==> src/rtl/regfile_dump_reader.sv <==
// Streams every register of the CPU register file out over a valid/ready port,
// reading an even/odd pair per access through the two register-file read ports.
module regfile_dump_reader #(
   parameter int REG_COUNT  = 32,
   parameter int ADDR_WIDTH = 5,
   parameter int DATA_WIDTH = 32
) (
   input  logic                  Clock,
   input  logic                  ResetN,
   input  logic                  Start,
   input  logic                  Abort,
   output logic [ADDR_WIDTH-1:0] RS,
   output logic [ADDR_WIDTH-1:0] RT,
   input  logic [DATA_WIDTH-1:0] ReadRS,
   input  logic [DATA_WIDTH-1:0] ReadRT,
   output logic                  DumpValid,
   input  logic                  DumpReady,
   output logic [DATA_WIDTH-1:0] DumpData,
   output logic [ADDR_WIDTH-1:0] DumpIndex,
   output logic                  Busy,
   output logic                  Done
);

   typedef enum logic [2:0] {
      ST_IDLE  = 3'd0,
      ST_LOAD  = 3'd1,
      ST_SEND0 = 3'd2,
      ST_SEND1 = 3'd3,
      ST_DONE  = 3'd4
   } state_t;

   localparam logic [ADDR_WIDTH-1:0] ADDR_ZERO = {ADDR_WIDTH{1'b0}};
   localparam logic [ADDR_WIDTH-1:0] ADDR_ONE  = ADDR_WIDTH'(1);
   localparam logic [ADDR_WIDTH-1:0] ADDR_TWO  = ADDR_WIDTH'(2);
   // Compared against Base directly: Base + 2 would wrap at ADDR_WIDTH bits.
   localparam logic [ADDR_WIDTH-1:0] LAST_BASE = ADDR_WIDTH'(REG_COUNT - 2);
   localparam logic [DATA_WIDTH-1:0] DATA_ZERO = {DATA_WIDTH{1'b0}};

   state_t                state_r, state_s;
   logic [ADDR_WIDTH-1:0] base_r,  base_s;
   logic [DATA_WIDTH-1:0] buf0_r,  buf0_s;
   logic [DATA_WIDTH-1:0] buf1_r,  buf1_s;

   // State, pair pointer and pair buffer registers.
   always_ff @(posedge Clock or negedge ResetN) begin
      if (!ResetN) begin
         state_r <= ST_IDLE;
         base_r  <= ADDR_ZERO;
         buf0_r  <= DATA_ZERO;
         buf1_r  <= DATA_ZERO;
      end else begin
         state_r <= state_s;
         base_r  <= base_s;
         buf0_r  <= buf0_s;
         buf1_r  <= buf1_s;
      end
   end

   // Next-state logic; Abort outranks every handshake outside IDLE.
   always_comb begin
      state_s = state_r;
      base_s  = base_r;
      buf0_s  = buf0_r;
      buf1_s  = buf1_r;
      if (Abort && (state_r != ST_IDLE)) begin
         state_s = ST_IDLE;
         base_s  = ADDR_ZERO;
      end else begin
         case (state_r)
            ST_IDLE: begin
               if (Start) begin
                  state_s = ST_LOAD;
                  base_s  = ADDR_ZERO;
               end else begin
                  state_s = ST_IDLE;
               end
            end
            ST_LOAD: begin
               buf0_s  = ReadRS;
               buf1_s  = ReadRT;
               state_s = ST_SEND0;
            end
            ST_SEND0: begin
               if (DumpReady) begin
                  state_s = ST_SEND1;
               end else begin
                  state_s = ST_SEND0;
               end
            end
            ST_SEND1: begin
               if (!DumpReady) begin
                  state_s = ST_SEND1;
               end else if (base_r == LAST_BASE) begin
                  state_s = ST_DONE;
               end else begin
                  base_s  = base_r + ADDR_TWO;
                  state_s = ST_LOAD;
               end
            end
            ST_DONE: begin
               state_s = ST_IDLE;
               base_s  = ADDR_ZERO;
            end
            default: begin
               state_s = ST_IDLE;
               base_s  = ADDR_ZERO;
            end
         endcase
      end
   end

   // Outputs decoded from state and registers only, so reset clears them at once.
   always_comb begin
      RS        = ADDR_ZERO;
      RT        = ADDR_ZERO;
      DumpValid = 1'b0;
      DumpData  = DATA_ZERO;
      DumpIndex = ADDR_ZERO;
      Done      = 1'b0;
      Busy      = (state_r != ST_IDLE);
      case (state_r)
         ST_LOAD: begin
            RS = base_r;
            RT = base_r + ADDR_ONE;
         end
         ST_SEND0: begin
            DumpValid = 1'b1;
            DumpData  = buf0_r;
            DumpIndex = base_r;
         end
         ST_SEND1: begin
            DumpValid = 1'b1;
            DumpData  = buf1_r;
            DumpIndex = base_r + ADDR_ONE;
         end
         ST_DONE: begin
            Done = 1'b1;
         end
         default: begin
            Done = 1'b0;
         end
      endcase
   end

endmodule

==> config.mk <==
export PLATFORM = sky130hd
export DESIGN_NAME = regfile_dump_reader
export DESIGN_NICKNAME = d
export VERILOG_FILES = /design/src/rtl/regfile_dump_reader.sv
export SDC_FILE = /design/constraint.sdc
export NUM_CORES = 1
export LEC_CHECK = 0
export CAP_MARGIN = 25
export CORE_MARGIN = 2
export CORE_UTILIZATION = 38
export CTS_CLUSTER_DIAMETER = 80
export DETAILED_ROUTE_END_ITERATION = 16
export DONT_BUFFER_PORTS = 1
export HOLD_SLACK_MARGIN = 0.1
export PLACE_DENSITY = 0.63
export SLEW_MARGIN = 20
export SYNTH_ARGS = -nofsm -noshare
export SYNTH_HDL_FRONTEND = slang
export SYNTH_SLANG_ARGS = --single-unit
==> constraint.sdc <==
create_clock -name Clock -period 2.1 [get_ports Clock]
set_input_delay 0.21 -clock Clock [delete_from_list [all_inputs] [get_ports Clock]]
set_output_delay 0.21 -clock Clock [all_outputs]
set_load 0.005 [all_outputs]
* Yosys cells after proc, flatten, opt, wreduce, memory -nomap -nowiden
Cells that the tools add are included.
** Storage, ports and cells
- Bits in registers :: 72
- Logic and storage cells :: 40
** Operators by class
- Reductions and logical operators :: 7
- Multiplexer cells :: 17
- Equality and inequality tests :: 9
- Add/sub/neg operators :: 2
- Bitwise operators :: 1
** Operators with widths (count)
- 32-bit one-hot mux with 2 select lines :: 1
- 5-bit 2-to-1 mux :: 6
- 5-bit one-hot mux with 3 select lines :: 1
- 3-bit one-hot mux with 4 select lines :: 1
- 5-bit one-hot mux with 2 select lines :: 1
- 3-bit 2-to-1 mux :: 3
- 3-bit != test (second input constant) :: 3
- 3-bit by 2-bit == test with 1-bit output (second input constant) :: 2
- 5-bit by 1-bit adder with 5-bit output (second input constant) :: 1
- 5-bit by 2-bit adder with 5-bit output (second input constant) :: 1
- 5-bit == test (second input constant) :: 1
- 1-bit 2-to-1 mux :: 4
- 4-bit AND reduction :: 1
- 2-bit OR reduction :: 2
- 3-bit by 1-bit == test with 1-bit output (second input constant) :: 1
- 3-bit == test (second input constant) :: 1
- 3-bit zero test :: 1
- 3-bit nonzero test :: 1
- 2-bit by 1-bit != test with 1-bit output (second input constant) :: 1
- 2-bit AND reduction :: 1
- 1-bit logical AND :: 1
- 1-bit inverter :: 1

* Logic depth before layout (Yosys ltp)
Gate-level depths: netlist of run 1.
- Depth in word-level cells :: 5
- Mapped depth :: 5
- Mapped depth without buffers :: 4

* Least setup slack after synthesis of run 1
Ideal clock, no wire load.
- Path type :: reg-to-reg
- Start :: reg state_r[1]
- End :: reg buf0_r[31]
- Setup slack :: 449 ps
- Buffers on the path :: 2
- Data required time :: 1975 ps
- Setup time :: 125 ps
- Clock period less this slack :: 1651 ps
- Stages on the path, launching flop included :: 6
- Data arrival time :: 1526 ps
- Path through :: dfrtp_1 > buf_2 > nand2b_4 > nor3_4 > buf_6 > mux2_2
** Between the ends
- Longest elaborated chain between the ends :: 4
** RTL lines
- start: declaration :: RTL line 39 : state_t state_r, state_s;
- start signal: assignment :: RTL line 52 : state_r <= state_s;
- 3-bit nonzero test :: RTL line 65 : if (Abort && (state_r != ST_IDLE)) begin
- 1-bit logical AND :: RTL line 65
- 1-bit inverter (no line)
- 2-bit AND reduction (no line) *
- end signal: assignment :: RTL line 54 : buf0_r <= buf0_s;
- end: declaration :: RTL line 41 : logic [DATA_WIDTH-1:0] buf0_r, buf0_s;
Every way passes the cells marked *; elsewhere a longest branch is shown, timed or not.
A chain may end at the register's enable or synchronous reset.

* Worst setup path after layout of run 1
- Start :: reg state_r[0]
- End :: reg state_r[1]
** Between the ends
- Longest elaborated chain between the ends :: 3
** RTL lines
- 3-bit by 2-bit == test with 1-bit output, or another cell as far along :: RTL line 69 : case (state_r)
- 3-bit one-hot mux with 4 select lines / 1-bit logical AND (equally long branches) :: RTL line 69, 65
- 3-bit 2-to-1 mux * :: RTL line 65
- via state_s[1] :: RTL line 39
The timed path passes the listed nets; every way through them passes the cells marked *.

==> results of run 1 <==
==> path summary, 6_finish.rpt <==
path | start | end
worst max-delay path | state_r[0] | state_r[1]
worst min-delay path | Abort | state_r[0]
worst max register to register | state_r[0] | state_r[1]
worst min register to register | buf1_r[29] | buf1_r[29]
max in group asynchronous | ResetN | state_r[0]
min in group asynchronous | ResetN | buf1_r[22]
==> layout by cell type, fill, tap and decap left out, types with 2 or more instances in the layout <==
master	netlist	layout
clkbuf_1	5	2
clkinv_4	0	2
buf_12	0	2
inv_1	3	3
mux2_2	60	60
dlygate4sd3_1	0	69
and2_1	14	14
buf_4	1	3
dfrtp_1	71	70
clkbuf_8	0	10
mux2_1	5	5
a21o_1	2	2
a21oi_1	6	6
mux2i_1	32	32
nor2_1	37	37
o21ai_0	2	2
==> flip-flops by register name, summed over array words and instances, names as in the netlist <==
register  count
buf0_r       32
buf1_r       32
base_r        4
state_r       3
==> worst reg2reg max path: stages, from the launching register on <==
cell and delay [ns]:
dfrtp_2 0.58, buf_6 0.38, and3_1 0.23, nor4_1 0.04, dlygate4sd3_1 0.57
==> layout make-up <==
class / instances / share of cell area
inverter: 3 / 0.00257
timing repair buffer: 76 / 0.181
clock inverter: 4 / 0.0126
sequential: 71 / 0.406
tap: 108 / 0.0308
multi-input combinational: 174 / 0.335
clock buffer: 12 / 0.0331
==> per-stage QoR <==
stage | util | cells | area, sq um | total power, mW | hold slack [ns]
CTS | 0.505 | 448 | 4380 | 5.51 | 0.105
floorplan | - | 265 | 3370 | 3.89 | -0.0856
global route | 0.505 | 448 | 4380 | 5.84 | 0.179
detailed placement | 0.399 | 362 | 3460 | 4.24 | -0.0841
global placement | 0.399 | 362 | 3460 | 4.16 | -0.0841
finish | 0.505 | 448 | 4380 | 5.43 | 0.132
==> cells in the mapped netlist (all sizes together) (2+ instances only) <==
| library cell | instances | area (sq um) |
|---|---|---|
| buf | 12 | 100 |
| a21o | 2 | 15.0 |
| mux2 | 65 | 732 |
| o21ai | 2 | 10.0 |
| and2 | 14 | 87.6 |
| a21oi | 6 | 30.0 |
| mux2i | 32 | 320 |
| nor3 | 2 | 21.3 |
| clkbuf | 5 | 18.8 |
| nor2 | 37 | 139 |
| dfrtp | 71 | 1780 |
| inv | 3 | 11.3 |
| nand2b | 2 | 20.0 |
==> layer usage <==
layer,track usage,up-vias,share of wire
met5,0,-,0
met4,0.0421,0,0.0053
met3,0.0451,4,0.062
met2,0.248,73,0.50
met1,0.187,1114,0.43
li1,-,1065,-
==> what timing repair did <==
item	CTS	global route
endpoints found under the hold margin	138	0
resized for setup	0	1
hold buffers	70	0
setup endpoints to repair	0	2
==> power breakdown <==
part / internal, mW / switching, mW / total, mW
Clock: 0.587 / 0.503 / 1.09
Combinational: 1.10 / 0.835 / 1.94
Sequential: 2.02 / 0.385 / 2.40
Total: 3.71 / 1.72 / 5.43
==> cell families (layout without fill, tap and decap cells) <==
logic type | Yosys count | in the layout | share of synthesized area
compound gates | 15 | 15 | 0.0297
fa+ha+maj | 1 | 1 | 0.00371
buf+inv | 20 | 95 | 0.0386
flops | 71 | 71 | 0.527
mux | 97 | 97 | 0.312
other cells | 1 | 1 | 0.00111
simple gates | 60 | 60 | 0.0883
==> flow_summary_export.csv, run 1 <==
group,metric,value,unit
worst_setup_path,path_depth,4,
worst_setup_path,crit_chain,"buf_6, and3_1, nor4_1, dlygate4sd3_1",
drt,wl,7.01,mm
run,maxCapViolations,0,
yosys,synth-seq-area-share,0.527,
sta,period_needed,1.92,ns
clocking,post_cts_buffers,0,
finish,nets,405,
sta,finalClockSkew,0.0138,ns
yosys,synth_area_per_cell,12.7,sq um
clocking,clk_pin_slew,0.07,ns
finish,fill_cells,781,
sta,setup_viol,0,
worst_setup_path,worstSetupStartpointType,"flop",
drt,dr_total_vias,2256,
finish,syn2layout_area_growth,29.9,%
grt,grt_pass1_vias,2364,
worst_setup_path,worstPathMaxFanout,28,
sta,final_max_slew_viol_count,0,
drt,drtIter0Drc,91,
grt,grt_max_degree,72,
die,ios,119,
grt,gr-total-overflow,0,
power_and_ir_drop,ir_worst_vdd,0.000528,V
die,fp.dieH,98.2,um
finish,multiInputGateArea,0.00147,sq mm
yosys,synth-async-reset-ratio,1.00,
worst_setup_path,cp_num_buf_inv,2,
drt,viasPerCell,5.04,
worst_setup_path,critical_path.top_delay_family,"buffers and inverters",
finish,drive_gt1_frac,0.250,
sta,setup-tns-final,0,ns
die,die_area,0.00965,sq mm
clocking,worstSkewPairLatency,0.34,ns
yosys,synth_fp_nets,335,
worst_setup_path,worst_setup_path_end_kind,"flop",
drt,drc_errors,0,
sta,setup_ws,0.177,ns
sta,period_share,0.916,
yosys,synth_edf_count,0,
yosys,yosys_warnings,0,
clocking,htree_levels,3,
drt,firstDrtPassIters,4,
worst_setup_path,rrSetupSlack,0.18,ns
worst_setup_path,worst_ep_required_time,2.31,ns
die,die_w,98.2,um
place,gp_congestion,0.705,
place,dpl.hpwl,4.39,mm
sta,rsz0062_at_grt,"false",
power_and_ir_drop,p_leak,1.86,nW
sta,hold_viol,0,
outcome,status,"finished clean",
clocking,cts_made_buffers,9,
worst_setup_path,crit_path_max_incr_delay,0.58,ns
power_and_ir_drop,powerDensity,1240,mW/mm^2
yosys,synth_cell_types,30,
yosys,synth_cells,265,
die,row_count,34,
worst_setup_path,cp.arrival,2.13,ns
hold_path,hp-class,"in2reg",
grt,antenna_found_initial,0,
yosys,syn_area,0.00337,sq mm
grt,grt_usage,0.148,
yosys,ys_seq_elements,71,
worst_setup_path,reg2reg_depth,4,
place,port_buffers,0,
hold_path,holdPathStages,3,
die,start_util,0.389,
drt,wire_per_inst,15.6,um
drt,final_antenna_net_count,0,
finish,regArea,0.00178,sq mm
clocking,cts_sinks,71,
worst_setup_path,critical_path_class,"reg2reg",
clocking,cts_buffer_depth,2,
die,design.core.area,0.00868,sq mm
clocking,root_buffer,"clkbuf_8",
sta,max_freq,0.520,GHz
clocking,cts_tree,"built",
worst_setup_path,crit_slowest_cell,"dfrtp_2",
yosys,synthFlopType,"dfrtp_1",
finish,antenna_cells,0,
place,dpl_worst_slack,0.456,ns
grt,grt_pass1_wl,11.5,mm
No activity file was read; power rests on OpenSTA's default activity.
==> run 2, diff against run 1 <==
MAX_ROUTING_LAYER = met4   (was default)
SETUP_SLACK_MARGIN = 0.05   (was default)
TNS_END_PERCENT = 5   (was default)
==> run 2 against run 1 <==
Net effect:
- hold slack better by 0.0027 ns
- largest cell class unchanged
- critical path depth decreased by 1
- routed wire length shrank 0.36%
- sequential cell count did not move
- critical endpoint is now DumpData[2]
- total power about the same
- cell count fell by 0.22%
- fmax rose by 3.9%
- count of clock-buffer cells in the layout stayed put
- highest routed layer unchanged
- clock skew is essentially flat
==> flow_summary_export.csv, run 2 (same netlist as run 1, synthesis figures left out) <==
group,metric,value,unit
outcome,status,"finished clean",
sta,period_share,0.882,
power_and_ir_drop,p_leak,1.85,nW
drt,viasPerCell,5.02,
hold_path,hp-class,"in2reg",
drt,wire_per_inst,15.6,um
sta,rsz0062_at_grt,"false",
worst_setup_path,worst_setup_path_end_kind,"output port",
worst_setup_path,critical_path.top_delay_family,"flip-flops",
power_and_ir_drop,p_int,3.70,mW
sta,fin_hold_ws,0.135,ns
run,maxCapViolations,0,
clocking,root_buffer,"clkbuf_8",
worst_setup_path,critical_path_class,"reg2out",
worst_setup_path,r2r-end,"buf1_r[30]",
finish,layout_commonest_cell,"dfrtp_1",
clocking,post_cts_buffers,0,
place,port_buffers,0,
worst_setup_path,startpoint,"state_r[0]",
power_and_ir_drop,comb_power_share,0.356,
place,gp_congestion,0.713,
die,ios,119,
grt,grt_max_degree,72,
worst_setup_path,rrSetupSlack,0.43,ns
worst_setup_path,reg2reg_depth,4,
die,die_w,98.2,um
worst_setup_path,crit_slowest_cell,"dfrtp_2",
worst_setup_path,crit_path_max_incr_delay,0.59,ns
worst_setup_path,path_depth,3,
die,design.core.area,0.00868,sq mm
power_and_ir_drop,p_seq_frac,0.443,
worst_setup_path,worstSetupStartpointType,"flop",
sta,setup-tns-final,0,ns
worst_setup_path,cp.arrival,1.64,ns
place,dpl.hpwl,4.39,mm
place,dpl.cell_count,362,
die,row_count,34,
grt,antenna_found_initial,0,
drt,firstDrtPassIters,4,
sta,finalClockSkew,0.0140,ns
grt,grt_pass1_wl,11.5,mm
finish,nets,404,
sta,final_max_slew_viol_count,0,
die,fp.dieH,98.2,um
power_and_ir_drop,powerDensity,1240,mW/mm^2
finish,drive_gt1_frac,0.251,
clocking,worstSkewPairLatency,0.34,ns
grt,grt_pass1_vias,2354,
finish,antenna_cells,0,
clocking,cts_sinks,71,
grt,grt_usage,0.152,
power_and_ir_drop,switchingPower,1.73,mW
sta,period_needed,1.85,ns
power_and_ir_drop,swShare,0.318,
hold_path,min-delay-start,"Abort",
worst_setup_path,crit_chain,"buf_6, mux2i_1, nor2_1",
finish,most-common-layout-cells,"70 x dfrtp_1, 68 x dlygate4sd3_1, 60 x mux2_2",
grt,gr-total-overflow,0,
drt,final_antenna_net_count,0,
worst_setup_path,cp_num_buf_inv,1,
place,dpl_cell_area,0.00346,sq mm
clocking,cts_made_buffers,9,
drt,drtIter0Drc,96,
drt,wl,6.99,mm
clocking,clk_pin_slew,0.07,ns
drt,drc_errors,0,
finish,top_regs,"buf0_r (32), buf1_r (32), base_r (4)",
finish,final_area,0.00437,sq mm
finish,instances_no_fill,447,
power_and_ir_drop,ir_worst_vdd,0.000528,V
sta,setup_viol,0,
worst_setup_path,worst_ep_required_time,1.89,ns
clocking,cts_tree,"built",
worst_setup_path,reg2reg_from,"state_r[0]",
drt,dr_total_vias,2246,
clocking,htree_levels,3,
power_and_ir_drop,pwr-share-clk,0.201,
worst_setup_path,worstPathMaxFanout,28,
sta,max_freq,0.540,GHz
clocking,cts_buffer_depth,2,
die,die_area,0.00965,sq mm
sta,hold_viol,0,
finish,final_util,0.504,
worst_setup_path,crit_path_end,"DumpData[2]",
finish,syn2layout_area_growth,29.6,%
die,start_util,0.389,
## run 2: worst register-to-register path: stages (launching register included)
cell and delay (ns):
dfrtp_2 0.59, nand2b_4 0.10, nor3_4 0.24, buf_12 0.24, mux2_2 0.40
## run 2: what timing repair did
item	CTS	global route
hold endpoints to repair	138	0
hold buffers	69	0
resized for setup	0	1
setup endpoints to repair	0	21
## run 2: cell type report
cell class / instances / area (sq um)
fill: 783 / 4310
tap: 108 / 135
clock buffer: 12 / 145
inverter: 3 / 11.3
clock inverter: 4 / 55.1
multi-input combinational: 174 / 1470
sequential: 71 / 1780
timing repair buffer: 75 / 782
## run 2: worst min path at each step
stage                            end  depth (start not counted)
after detailed placement  buf0_r[22]                          0
after CTS                 state_r[0]                          3
final                     state_r[0]                          3
after global placement    buf1_r[22]                          0
after floorplan            base_r[1]                          0
after global routing      state_r[2]                          3
## run 2: power by group through the flow
stage	registers [mW]	clock network, mW	logic (mW)
floorplan	2.27	0	1.61
global placement	2.40	0	1.76
detailed placement	2.43	0	1.81
CTS	2.41	1.14	1.95
global route	2.50	1.19	2.14
finish	2.40	1.09	1.93
## run 2: layer usage
| metal | routed length (um) | global-route usage | up-vias |
|---|---|---|---|
| met5 | 0 | - | - |
| met4 | 37 | 0.0421 | 0 |
| met3 | 404 | 0.0444 | 4 |
| met2 | 3480 | 0.247 | 71 |
| met1 | 3060 | 0.188 | 1106 |
| li1 | - | - | 1065 |
## run 2: metrics by stage
stage / power [mW] / worst slack [ns]
floorplan: 3.89 / 0.449
finish: 5.43 / 0.248
global placement: 4.16 / 0.467
global route: 5.83 / 0.111
CTS: 5.50 / 0.0784
detailed placement: 4.24 / 0.456
==> run 3, diff against run 2 <==
CTS_CLUSTER_DIAMETER = default   (was 80)
==> results of run 3 <==
No change in the layout: final DEF, timing and power equal those of run 2.
